<file path="src/rtl/parking_gate_controller.sv">
// parking_gate_controller
//   Sequences the car-park entry and exit barriers. NUM_ENTRY entry lanes are
//   round-robin arbitrated onto one shared entry path; one exit lane is served
//   by its own FSM. Emits registered car_entered / car_exited pulses (never
//   coincident) for the occupancy counter and gates entry grants on the
//   counter's space flags.
//   Optional feature macro: PARK_UNI_PRIORITY_EN (uni-permit lanes win
//   arbitration over non-uni lanes; round-robin within each class).
module parking_gate_controller #(
  parameter int NUM_ENTRY     = 2,
  parameter int OPEN_TIMEOUT  = 1000,
  parameter int SETTLE_CYCLES = 2
) (
  input  logic                 clk,
  input  logic                 reset,
  input  logic [NUM_ENTRY-1:0] ent_req,
  input  logic [NUM_ENTRY-1:0] ent_is_uni,
  input  logic [NUM_ENTRY-1:0] ent_pass,
  input  logic                 ext_req,
  input  logic                 ext_is_uni,
  input  logic                 ext_pass,
  input  logic                 uni_is_vacated_space,
  input  logic                 is_vacated_space,
  output logic [NUM_ENTRY-1:0] ent_gate_open,
  output logic [NUM_ENTRY-1:0] ent_reject,
  output logic                 ext_gate_open,
  output logic                 car_entered,
  output logic                 is_uni_car_entered,
  output logic                 car_exited,
  output logic                 is_uni_car_exited,
  output logic                 busy
);

  localparam int unsigned N    = NUM_ENTRY;
  localparam int          LW   = (NUM_ENTRY > 1) ? $clog2(NUM_ENTRY) : 1;
  localparam int          TMAX = (OPEN_TIMEOUT > SETTLE_CYCLES) ? OPEN_TIMEOUT : SETTLE_CYCLES;
  localparam int          TW   = $clog2(TMAX + 1);

  localparam logic [TW-1:0] OPEN_LAST   = TW'(OPEN_TIMEOUT - 1);
  localparam logic [TW-1:0] SETTLE_LAST = TW'(SETTLE_CYCLES - 1);
  localparam logic [LW-1:0] LAST_LANE   = LW'(NUM_ENTRY - 1);

  typedef enum logic [1:0] {E_IDLE, E_OPEN, E_CLOSE} ent_state_e;
  typedef enum logic [1:0] {X_IDLE, X_OPEN, X_CLOSE} ext_state_e;

  ent_state_e           e_state_q, e_state_d;
  logic [LW-1:0]        e_lane_q, e_lane_d;
  logic                 e_uni_q, e_uni_d;
  logic [TW-1:0]        e_tmr_q, e_tmr_d;
  logic [LW-1:0]        ptr_q, ptr_d;

  ext_state_e           x_state_q, x_state_d;
  logic                 x_uni_q, x_uni_d;
  logic [TW-1:0]        x_tmr_q, x_tmr_d;
  logic                 pend_q, pend_d;

  logic [NUM_ENTRY-1:0] gate_q, gate_d;
  logic [NUM_ENTRY-1:0] reject_q, reject_d;
  logic                 xgate_q, xgate_d;
  logic                 entered_q, entered_d;
  logic                 entered_uni_q, entered_uni_d;
  logic                 exited_q, exited_d;
  logic                 exited_uni_q, exited_uni_d;
  logic                 busy_q, busy_d;

  logic [NUM_ENTRY-1:0] cand;
  logic                 win_found;
  logic [LW-1:0]        win_lane;
  logic                 win_uni;
  logic                 win_flag;

  // Round-robin arbiter: first candidate lane at or above the pointer, with wrap
  always_comb begin
    logic [LW-1:0] idx;
    idx       = '0;
    win_found = 1'b0;
    win_lane  = '0;
`ifdef PARK_UNI_PRIORITY_EN
    cand = (|(ent_req & ent_is_uni)) ? (ent_req & ent_is_uni) : ent_req;
`else
    cand = ent_req;
`endif
    for (int unsigned i = 0; i < N; i++) begin
      idx = LW'((32'(ptr_q) + i) % N);
      if (!win_found && cand[idx]) begin
        win_found = 1'b1;
        win_lane  = idx;
      end
    end
    win_uni  = ent_is_uni[win_lane];
    win_flag = win_uni ? uni_is_vacated_space : is_vacated_space;
  end

  // Entry FSM next-state and entry-side registered outputs
  always_comb begin
    e_state_d     = e_state_q;
    e_lane_d      = e_lane_q;
    e_uni_d       = e_uni_q;
    e_tmr_d       = e_tmr_q;
    ptr_d         = ptr_q;
    reject_d      = '0;
    entered_d     = 1'b0;
    entered_uni_d = 1'b0;
    case (e_state_q)
      E_IDLE: begin
        if (win_found) begin
          ptr_d = (win_lane == LAST_LANE) ? '0 : win_lane + LW'(1);
          if (win_flag) begin
            e_state_d = E_OPEN;
            e_lane_d  = win_lane;
            e_uni_d   = win_uni;
            e_tmr_d   = '0;
          end else begin
            reject_d[win_lane] = 1'b1;
          end
        end
      end
      E_OPEN: begin
        if (ent_pass[e_lane_q]) begin
          entered_d     = 1'b1;
          entered_uni_d = e_uni_q;
          e_state_d     = E_CLOSE;
          e_tmr_d       = '0;
        end else if (e_tmr_q == OPEN_LAST) begin
          e_state_d = E_CLOSE;
          e_tmr_d   = '0;
        end else begin
          e_tmr_d = e_tmr_q + TW'(1);
        end
      end
      E_CLOSE: begin
        if (e_tmr_q == SETTLE_LAST) begin
          e_state_d = E_IDLE;
          e_tmr_d   = '0;
        end else begin
          e_tmr_d = e_tmr_q + TW'(1);
        end
      end
      default: e_state_d = E_IDLE;
    endcase
    gate_d = '0;
    if (e_state_d == E_OPEN) gate_d[e_lane_d] = 1'b1;
  end

  // Exit FSM next-state; an exit pass colliding with an entry pulse is deferred
  // one cycle via pend, and the close settle timer holds until it is issued
  always_comb begin
    x_state_d    = x_state_q;
    x_uni_d      = x_uni_q;
    x_tmr_d      = x_tmr_q;
    pend_d       = pend_q;
    exited_d     = 1'b0;
    exited_uni_d = 1'b0;
    case (x_state_q)
      X_IDLE: begin
        if (ext_req) begin
          x_state_d = X_OPEN;
          x_uni_d   = ext_is_uni;
          x_tmr_d   = '0;
        end
      end
      X_OPEN: begin
        if (ext_pass) begin
          x_state_d = X_CLOSE;
          x_tmr_d   = '0;
          if (entered_d) begin
            pend_d = 1'b1;
          end else begin
            exited_d     = 1'b1;
            exited_uni_d = x_uni_q;
          end
        end else if (x_tmr_q == OPEN_LAST) begin
          x_state_d = X_CLOSE;
          x_tmr_d   = '0;
        end else begin
          x_tmr_d = x_tmr_q + TW'(1);
        end
      end
      X_CLOSE: begin
        if (pend_q) begin
          exited_d     = 1'b1;
          exited_uni_d = x_uni_q;
          pend_d       = 1'b0;
        end else if (x_tmr_q == SETTLE_LAST) begin
          x_state_d = X_IDLE;
          x_tmr_d   = '0;
        end else begin
          x_tmr_d = x_tmr_q + TW'(1);
        end
      end
      default: x_state_d = X_IDLE;
    endcase
    xgate_d = (x_state_d == X_OPEN);
    busy_d  = (e_state_d != E_IDLE) || (x_state_d != X_IDLE) || pend_d;
  end

  // State and output registers
  always_ff @(posedge clk or posedge reset) begin
    if (reset) begin
      e_state_q     <= E_IDLE;
      e_lane_q      <= '0;
      e_uni_q       <= 1'b0;
      e_tmr_q       <= '0;
      ptr_q         <= '0;
      x_state_q     <= X_IDLE;
      x_uni_q       <= 1'b0;
      x_tmr_q       <= '0;
      pend_q        <= 1'b0;
      gate_q        <= '0;
      reject_q      <= '0;
      xgate_q       <= 1'b0;
      entered_q     <= 1'b0;
      entered_uni_q <= 1'b0;
      exited_q      <= 1'b0;
      exited_uni_q  <= 1'b0;
      busy_q        <= 1'b0;
    end else begin
      e_state_q     <= e_state_d;
      e_lane_q      <= e_lane_d;
      e_uni_q       <= e_uni_d;
      e_tmr_q       <= e_tmr_d;
      ptr_q         <= ptr_d;
      x_state_q     <= x_state_d;
      x_uni_q       <= x_uni_d;
      x_tmr_q       <= x_tmr_d;
      pend_q        <= pend_d;
      gate_q        <= gate_d;
      reject_q      <= reject_d;
      xgate_q       <= xgate_d;
      entered_q     <= entered_d;
      entered_uni_q <= entered_uni_d;
      exited_q      <= exited_d;
      exited_uni_q  <= exited_uni_d;
      busy_q        <= busy_d;
    end
  end

  assign ent_gate_open      = gate_q;
  assign ent_reject         = reject_q;
  assign ext_gate_open      = xgate_q;
  assign car_entered        = entered_q;
  assign is_uni_car_entered = entered_uni_q;
  assign car_exited         = exited_q;
  assign is_uni_car_exited  = exited_uni_q;
  assign busy               = busy_q;

endmodule

</file>
<file path="config.mk">
export PLATFORM = sky130hd
export DESIGN_NAME = parking_gate_controller
export DESIGN_NICKNAME = d
export VERILOG_FILES = /design/src/rtl/parking_gate_controller.sv
export SDC_FILE = /design/constraint.sdc
export NUM_CORES = 1
export LEC_CHECK = 0
export ABC_AREA = 0
export CAP_MARGIN = 40
export CORE_AREA = 2 2 71 73
export DETAILED_ROUTE_END_ITERATION = 16
export DIE_AREA = 0 0 73 75
export GPL_TIMING_DRIVEN = 0
export HOLD_SLACK_MARGIN = 0.12
export PLACE_DENSITY = 0.74
export SETUP_SLACK_MARGIN = 0.1
export SLEW_MARGIN = 20
export SYNTH_ARGS = -nofsm -noshare
export SYNTH_HDL_FRONTEND = slang
export SYNTH_SLANG_ARGS = --single-unit
</file>
<file path="constraint.sdc">
create_clock -name clk -period 2.06 [get_ports clk]
set_input_delay 0.515 -clock clk [delete_from_list [all_inputs] [get_ports clk]]
set_output_delay 0.515 -clock clk [all_outputs]
set_load 0.05 [all_outputs]
</file>
==> flow_summary_export.csv <==
group,metric,value,unit
run_status,status,"finished, violations left",
run_status,violations,"setup timing",
timing,slew_viol_final,0,
final_layout,fin_nets,328,
floorplanning,ioPinCount,23,
floorplanning,core-area,0.00466,mm²
power,netSwitchingFraction,41.1,%
placed_design,gp_congestion,0.834,
floorplanning,chipHeight,75,µm
clocking,cts_buffers,5,
worst_hold_path,hold_class,"primary input to asynchronous set/reset pin",
global_route,grt_pass1_vias,2030,
setup_path,r2r-end,"e_tmr_q[2]$_DFFE_PP0P_",
synth,synthArstFlopShare,100,%
detailed_routing,firstDrtPassIters,4,
global_route,overflow,0,
floorplanning,rows,25,
power,comb_power_share,58.2,%
timing,tightestPinTransition,504,ps
power,p_leak,1.50,nW
setup_path,path_cells,"or2_2, o311ai_1, a21boi_2, buf_4, a211o_1, a22o_1",
detailed_routing,ant_nets,0,
timing,clock.fmax,0.471,GHz
synth,synthTopCellsByCount,"dfrtp_1, inv_1, nor2_1, nand2_1, o21ai_0",
setup_path,critPathMaxStageDelay,450,ps
setup_path,r2r.worst_path.cells,6,
floorplanning,die_area,0.00548,mm²
synth,synthFlopType,"dfrtp_1",
timing,final-hold-violation-count,0,
detailed_routing,vias,2115,
setup_path,worst-path-max-fanout,5,
clocking,ctsRootBufferMaster,"clkbuf_8",
power,p_int,2.19,mW
synth,avgSynthCellArea,9.46,µm²
timing,fin_tns_setup,-476,ps
timing,setup_ws,-63.9,ps
synth,synthesis.area,0.00235,mm²
clocking,cts_buffer_depth,2,
synth,synth_edf_count,0,
timing,hold_slack,457,ps
detailed_routing,wl_per_cell,15.6,µm
final_layout,syn_to_final_growth,34.3,%
setup_path,crit_type,"register to register",
run,drv_cap,0,
timing,grt_setup_unrepaired,"true",
final_layout,multi_input_area,0.00144,mm²
synth,synth_area_leaders,"dfrtp_1, ha_1, a22o_1, inv_1, nor2_1",
setup_path,endpoint_kind,"register",
synth,synth_seq_cells,39,
clocking,cts-htree-levels,2,
floorplanning,initial_core_util,50.3,%
timing,period_needed,2120,ps
final_layout,seqCellArea,983,µm²
setup_path,regToRegSetupSlack,-60,ps
setup_path,critical_path_arrival,2300,ps
setup_path,cpMaxStageDelayCell,"o311ai_1",
synth,yosys.area.top_type_share,41.6,%
synth,synth_nets,274,
global_route,grt_pass1_wl,9110,µm
clocking,cts_sinks,39,
timing,max-slew-margin-rel,66.3,%
setup_path,worst-endpoint-required,2240,ps
detailed_routing,drt_iter0_drc,122,
global_route,antenna_found_initial,0,
synth,synth_cell_types,53,
global_route,grt_util_all_layers,21.0,%
synth,ys_warn_count,0,
synth,yosysMostFrequentCell,"dfrtp_1",
power,p_seq_share,28.1,%
power,p_total,3.71,mW
timing,clock_skew,7.31,ps
power,clkPwrFrac,13.6,%
final_layout,fill_cells,359,
placed_design,port_buffers,21,
clocking,cts.clk_slew.worst_paths,80,ps
placed_design,dp_hpwl,3670,µm
synth,yosys.area.top_type,"dfrtp_1",
final_layout,drive_gt1_share,26.7,%
detailed_routing,drc_errors,0,
power,p_sw,1.52,mW
power,cellPowerDensity,1180,mW/mm²
setup_path,critPathLaunchType,"register",
setup_path,r2r-start,"e_tmr_q[4]$_DFFE_PP0P_",
detailed_routing,vias_per_cell,5.92,
clocking,cts_tree,"done",
power,ir_worst_vdd,0.780,mV
timing,finalCritPeriodShare,103,%
final_layout,antenna_cells,0,
detailed_routing,wirelength,5560,µm
floorplanning,fp.dieW,73,µm
clocking,clock_latency,290,ps
synth,synthCells,248,
global_route,grt_max_degree,31,
timing,setup_viol_count_final,13,
synth,synth-seq-area-share,41.6,%
[power groups by stage]
stage | Combinational [mW] | Clock (mW) | Sequential [mW]
finish | 2.16 | 0.506 | 1.04
global route | 2.34 | 0.541 | 1.06
CTS | 1.94 | 0.511 | 1.04
detailed placement | 1.63 | 0 | 1.08
global placement | 1.60 | 0 | 1.07
floorplan | 0.995 | 0 | 1.28
[placed cells by master (no fill, tap or decap), types with 10 or more instances in the layout]
cell type and n:
a22o_1 12, buf_4 24, clkdlybuf4s50_1 16, dfrtp_1 33
ha_1 10, inv_1 18, nand2_1 17, nand3_1 11
nor2_1 18, o21ai_0 11
[worst max path at each step]
stage | start | endpoint | cells after the start
6_report | e_tmr_q[4]$_DFFE_PP0P_ | e_tmr_q[2]$_DFFE_PP0P_ | 6
3_3_place_gp | ent_req[0] | e_tmr_q[2]$_DFFE_PP0P_ | 7
3_5_place_dp | ent_req[0] | e_tmr_q[2]$_DFFE_PP0P_ | 7
2_1_floorplan | e_tmr_q[1]$_DFFE_PP0P_ | e_tmr_q[8]$_DFFE_PP0P_ | 8
4_1_cts | e_tmr_q[1]$_DFFE_PP0P_ | e_tmr_q[2]$_DFFE_PP0P_ | 8
5_1_grt | e_tmr_q[1]$_DFFE_PP0P_ | e_tmr_q[7]$_DFFE_PP0P_ | 9
[worst max-delay path: cells and delay by family (launching register included)]
kind            cells  cell delay (ps)
compound gates      4             1040
buf+inv             1              180
simple gates        1              360
flops               1              420
[layer usage]
layer  vias to the layer above  track usage (%)  routed length, µm
li1                       1020                -                  -
met1                      1031             26.7               2440
met2                        49             35.9               2780
met3                        15             3.75                185
met4                         0             7.82                157
met5                         -                0                  0
[per-stage QoR]
stage	worst slack (ps)	instances	cell area (µm²)	util, %
6_report	-63.9	357	3150	67.6
5_1_grt	-116	357	3150	67.6
4_1_cts	-72.4	351	3000	64.4
3_5_place_dp	-496	324	2690	57.7
3_3_place_gp	-486	323	2670	57.3
2_1_floorplan	29.4	248	2390	-
[kinds of logic (layout without fill, tap and decap cells)]
group / Yosys count / in the layout / share of synthesized area, %
AO/OA/AOI/OAI: 73 / 73 / 23.4
adder cells (fa/ha/maj): 13 / 13 / 6.93
buffers and inverters: 27 / 82 / 4.91
flip-flops: 39 / 39 / 41.6
multiplexers: 4 / 4 / 1.87
AND/OR/NAND/NOR: 92 / 92 / 21.3
[sequential cells by signal, indices dropped and copies added, names as in the netlist, 2 cells and up]
| signal | cells |
|---|---|
| e_state_q | 2 |
| e_tmr_q | 10 |
| ent_gate_open | 2 |
| ent_reject | 2 |
| x_state_q | 2 |
| x_tmr_q | 10 |
[final cells by class]
cell class	instances	area share, %
buffer	5	1.39
clock buffer	7	2.42
timing repair buffer	48	14.5
multi-input combinational	182	45.7
tap	54	2.14
sequential	39	31.2
clock inverter	1	0.159
inverter	21	2.50
[repair_timing]
action / in CTS / in global routing
hold buffers: 0 / 0
gates cloned: 1 / 0
pin swaps: 10 / 9
setup endpoints to repair: 25 / 30
buffers inserted: 19 / 6
gates resized for setup: 21 / 25
(Power assumes the default switching activity.)
==> variant: new RTL, same flow settings <==
Add a define of `PARK_UNI_PRIORITY_EN`.
--- a/src/rtl/parking_gate_controller.sv
+++ b/src/rtl/parking_gate_controller.sv
@@ -6,6 +6,8 @@
 //   counter's space flags.
 //   Optional feature macro: PARK_UNI_PRIORITY_EN (uni-permit lanes win
 //   arbitration over non-uni lanes; round-robin within each class).
+`define PARK_UNI_PRIORITY_EN
+
 module parking_gate_controller #(
   parameter int NUM_ENTRY     = 2,
   parameter int OPEN_TIMEOUT  = 1000,
Check against the original RTL: not equivalent (Yosys sat finds a counterexample within 4 cycles, from zero or initial values and one cycle with reset high).
==> variant against the original RTL <==
Critical path depth down 5. Sequential cell count stayed put. Critical path type is now flip-flop to output pin. First-iteration DRC count is 15% lower. Worst setup slack improved by 210 ps. Cell area shrank 2.7%. Combinational power decreased by 18%. Synthesized area shrank 3.2%. Wire length barely moved. Total power shrank 9.9%.
==> variant: results (changes against the original RTL) <==
----------------------------------------------------
[Detailed routing]
  Met2 wire length ... 2.89 mm (+4.2%)
  Count of routing violations after the opening detailed-route iteration ... 104 (-15%)
  Count of vias placed by the detailed router ... 1,956 (-7.5%)
  Highest Signal Layer ... met4
  Final routed wirelength across all metal layers ... 5.56 mm (about the same)
  Detailed route wirelength on metal3 ... 229 µm (+24%)
  Routed length on met1 ... 2.33 mm (-4.7%)
  Routed wire per std cell ... 17.0 µm (+8.8%)

[Placed design]
  Number of placed cells counting well taps ... 305 (-5.9%)
  Count of buffers from port buffering ... 22 (+4.8%)
  HPWL after DPL ... 3.35 mm (-8.7%)
  Minimum setup slack after placement ... -415 ps (+81.4 ps)

[Timing]
  Worst hold slack ... 466 ps (+9.44 ps)
  Least setup slack across all paths after layout ... 145 ps (+209 ps)
  Clock tree skew after final layout ... 6.01 ps (-1.30 ps)
  Slew at the pin closest to its max-slew limit ... 519 ps (+15.4 ps)

[Setup path]
  Critical path destination ... ent_gate_open[1]
  Dominant delay contributor by cell family on the critical path ... buffers and inverters
  Data arrival time of the critical path ... 1400 ps (-900 ps)
  Slowest-stage cell, CP ... clkdlybuf4s50_1
  Delay contributed by the slowest stage of the critical path ... 790 ps (+340 ps)
  Worst r2r src ... e_tmr_q[1]
  Length in cells of the worst reg-to-reg path ... 7 (+1)
  Origin of the worst setup path ... ent_gate_open[1]
  Reg-to-reg setup timing slack ... 150 ps (+210 ps)
  Critical Path Fanout Max ... 1 (-4)
  Crit Reg-Reg Endpoint ... e_tmr_q[4]

[Power]
  Pleak ... 1.40 nW (-7.1%)
  Max rail drop VDD ... 0.659 mV (-16%)

[Global routing]
  Initial antenna violation count ... 0 (unchanged)
  Maximum number of pins on one net before global-route repair ... 30 (-3.2%)
  GR Util All Layers ... 0.205 (-0.00522)
  Vias in the first global route ... 1,867 (-8.0%)
  First-pass GRT wire length ... 8.71 mm (-4.4%)

[Synthesis]
  Part of the Yosys area used for sequential elements ... 0.430 (+0.0138)
  Synthesized Nets ... 254 (-7.3%)
  Multiplexer share of the synthesized area ... 0.0215 (+0.00282)
  Most area-consuming cells after synthesis ... dfrtp_1 (43%), ha_1 (7.2%), inv_1 (3.6%)
  Arithmetic-cell share of the synthesized area counting full adders, half adders and majority gates ... 0.0760 (+0.00670)
  Count of warnings emitted by yosys ... 0 (unchanged)
  Commonest cells in the synthesized netlist ... dfrtp_1 (39), inv_1 (22), ha_1 (13), a21oi_1 (12), nand2_1 (12)
  Number of distinct library cells after synthesis ... 57 (+7.5%)
  Compound-Gate Fraction of Synth Area ... 0.193 (-0.0413)
  Fraction of synthesized cell area in xor and xnor cells ... 0.0116 (+0.0116)
  Post-synthesis area per instance ... 9.96 µm² (+5.3%)

[Clock network]
  CTS Buffer Depth ... 2 (unchanged)
  Clock latency on the worst-skew pair ... 290 ps (about the same)

[Finish]
  Share of layout cells above drive strength 1 ... 0.252 (-0.0155)
  Fill cell count ... 365 (+1.7%)
  Final net count ... 299 (-8.8%)

[Status]
  Status ... complete, no violations

[Hold path]
  Hold WC Path Type ... input port to asynchronous set/reset pin

----------------------------------------------------
-- variant: worst register-to-register path, cell delays in order, from the launching register on --
cell	delay, ps
dfrtp_1	430
inv_1	70
ha_1	160
nor4b_4	240
a41oi_2	190
o21bai_2	280
a311oi_1	290
o22ai_1	110
-- variant: metrics by stage --
| stage | total power, W | util | area [µm²] |
|---|---|---|---|
| floorplan | 0.00200 | - | 2270 |
| global placement | 0.00235 | 0.549 | 2560 |
| detailed placement | 0.00237 | 0.553 | 2580 |
| CTS | 0.00307 | 0.602 | 2810 |
| global route | 0.00355 | 0.658 | 3070 |
| finish | 0.00334 | 0.658 | 3070 |
-- variant: repair_timing --
item	CTS	global route
pin swaps	8	11
resized for setup	19	42
setup buffers	3	11
cloned	3	0
endpoints found under the setup margin	19	31
-- variant: where the power goes --
| part | total [W] | leakage (nW) | switching, W | internal (W) |
|---|---|---|---|---|
| clock network | 0.000568 | 0.0515 | 0.000262 | 0.000306 |
| registers | 0.00101 | 0.520 | 0.0000971 | 0.000908 |
| logic | 0.00177 | 0.827 | 0.00102 | 0.000753 |
-- variant: metal layers --
layer / GRT usage / vias to the layer above
met5: 0 / -
met4: 0.0782 / 0
met3: 0.0402 / 10
met2: 0.361 / 56
met1: 0.248 / 949
li1: - / 941
-- variant: final cells by class --
cell class | count | area, µm² | area share
Multi-Input combinational cell | 166 | 1470 | 0.478
Buffer | 2 | 11.3 | 0.00367
Inverter | 22 | 82.6 | 0.0269
Sequential cell | 39 | 977 | 0.319
Tap cell | 54 | 67.6 | 0.0220
Timing Repair Buffer | 37 | 364 | 0.119
Clock buffer | 8 | 100 | 0.0326
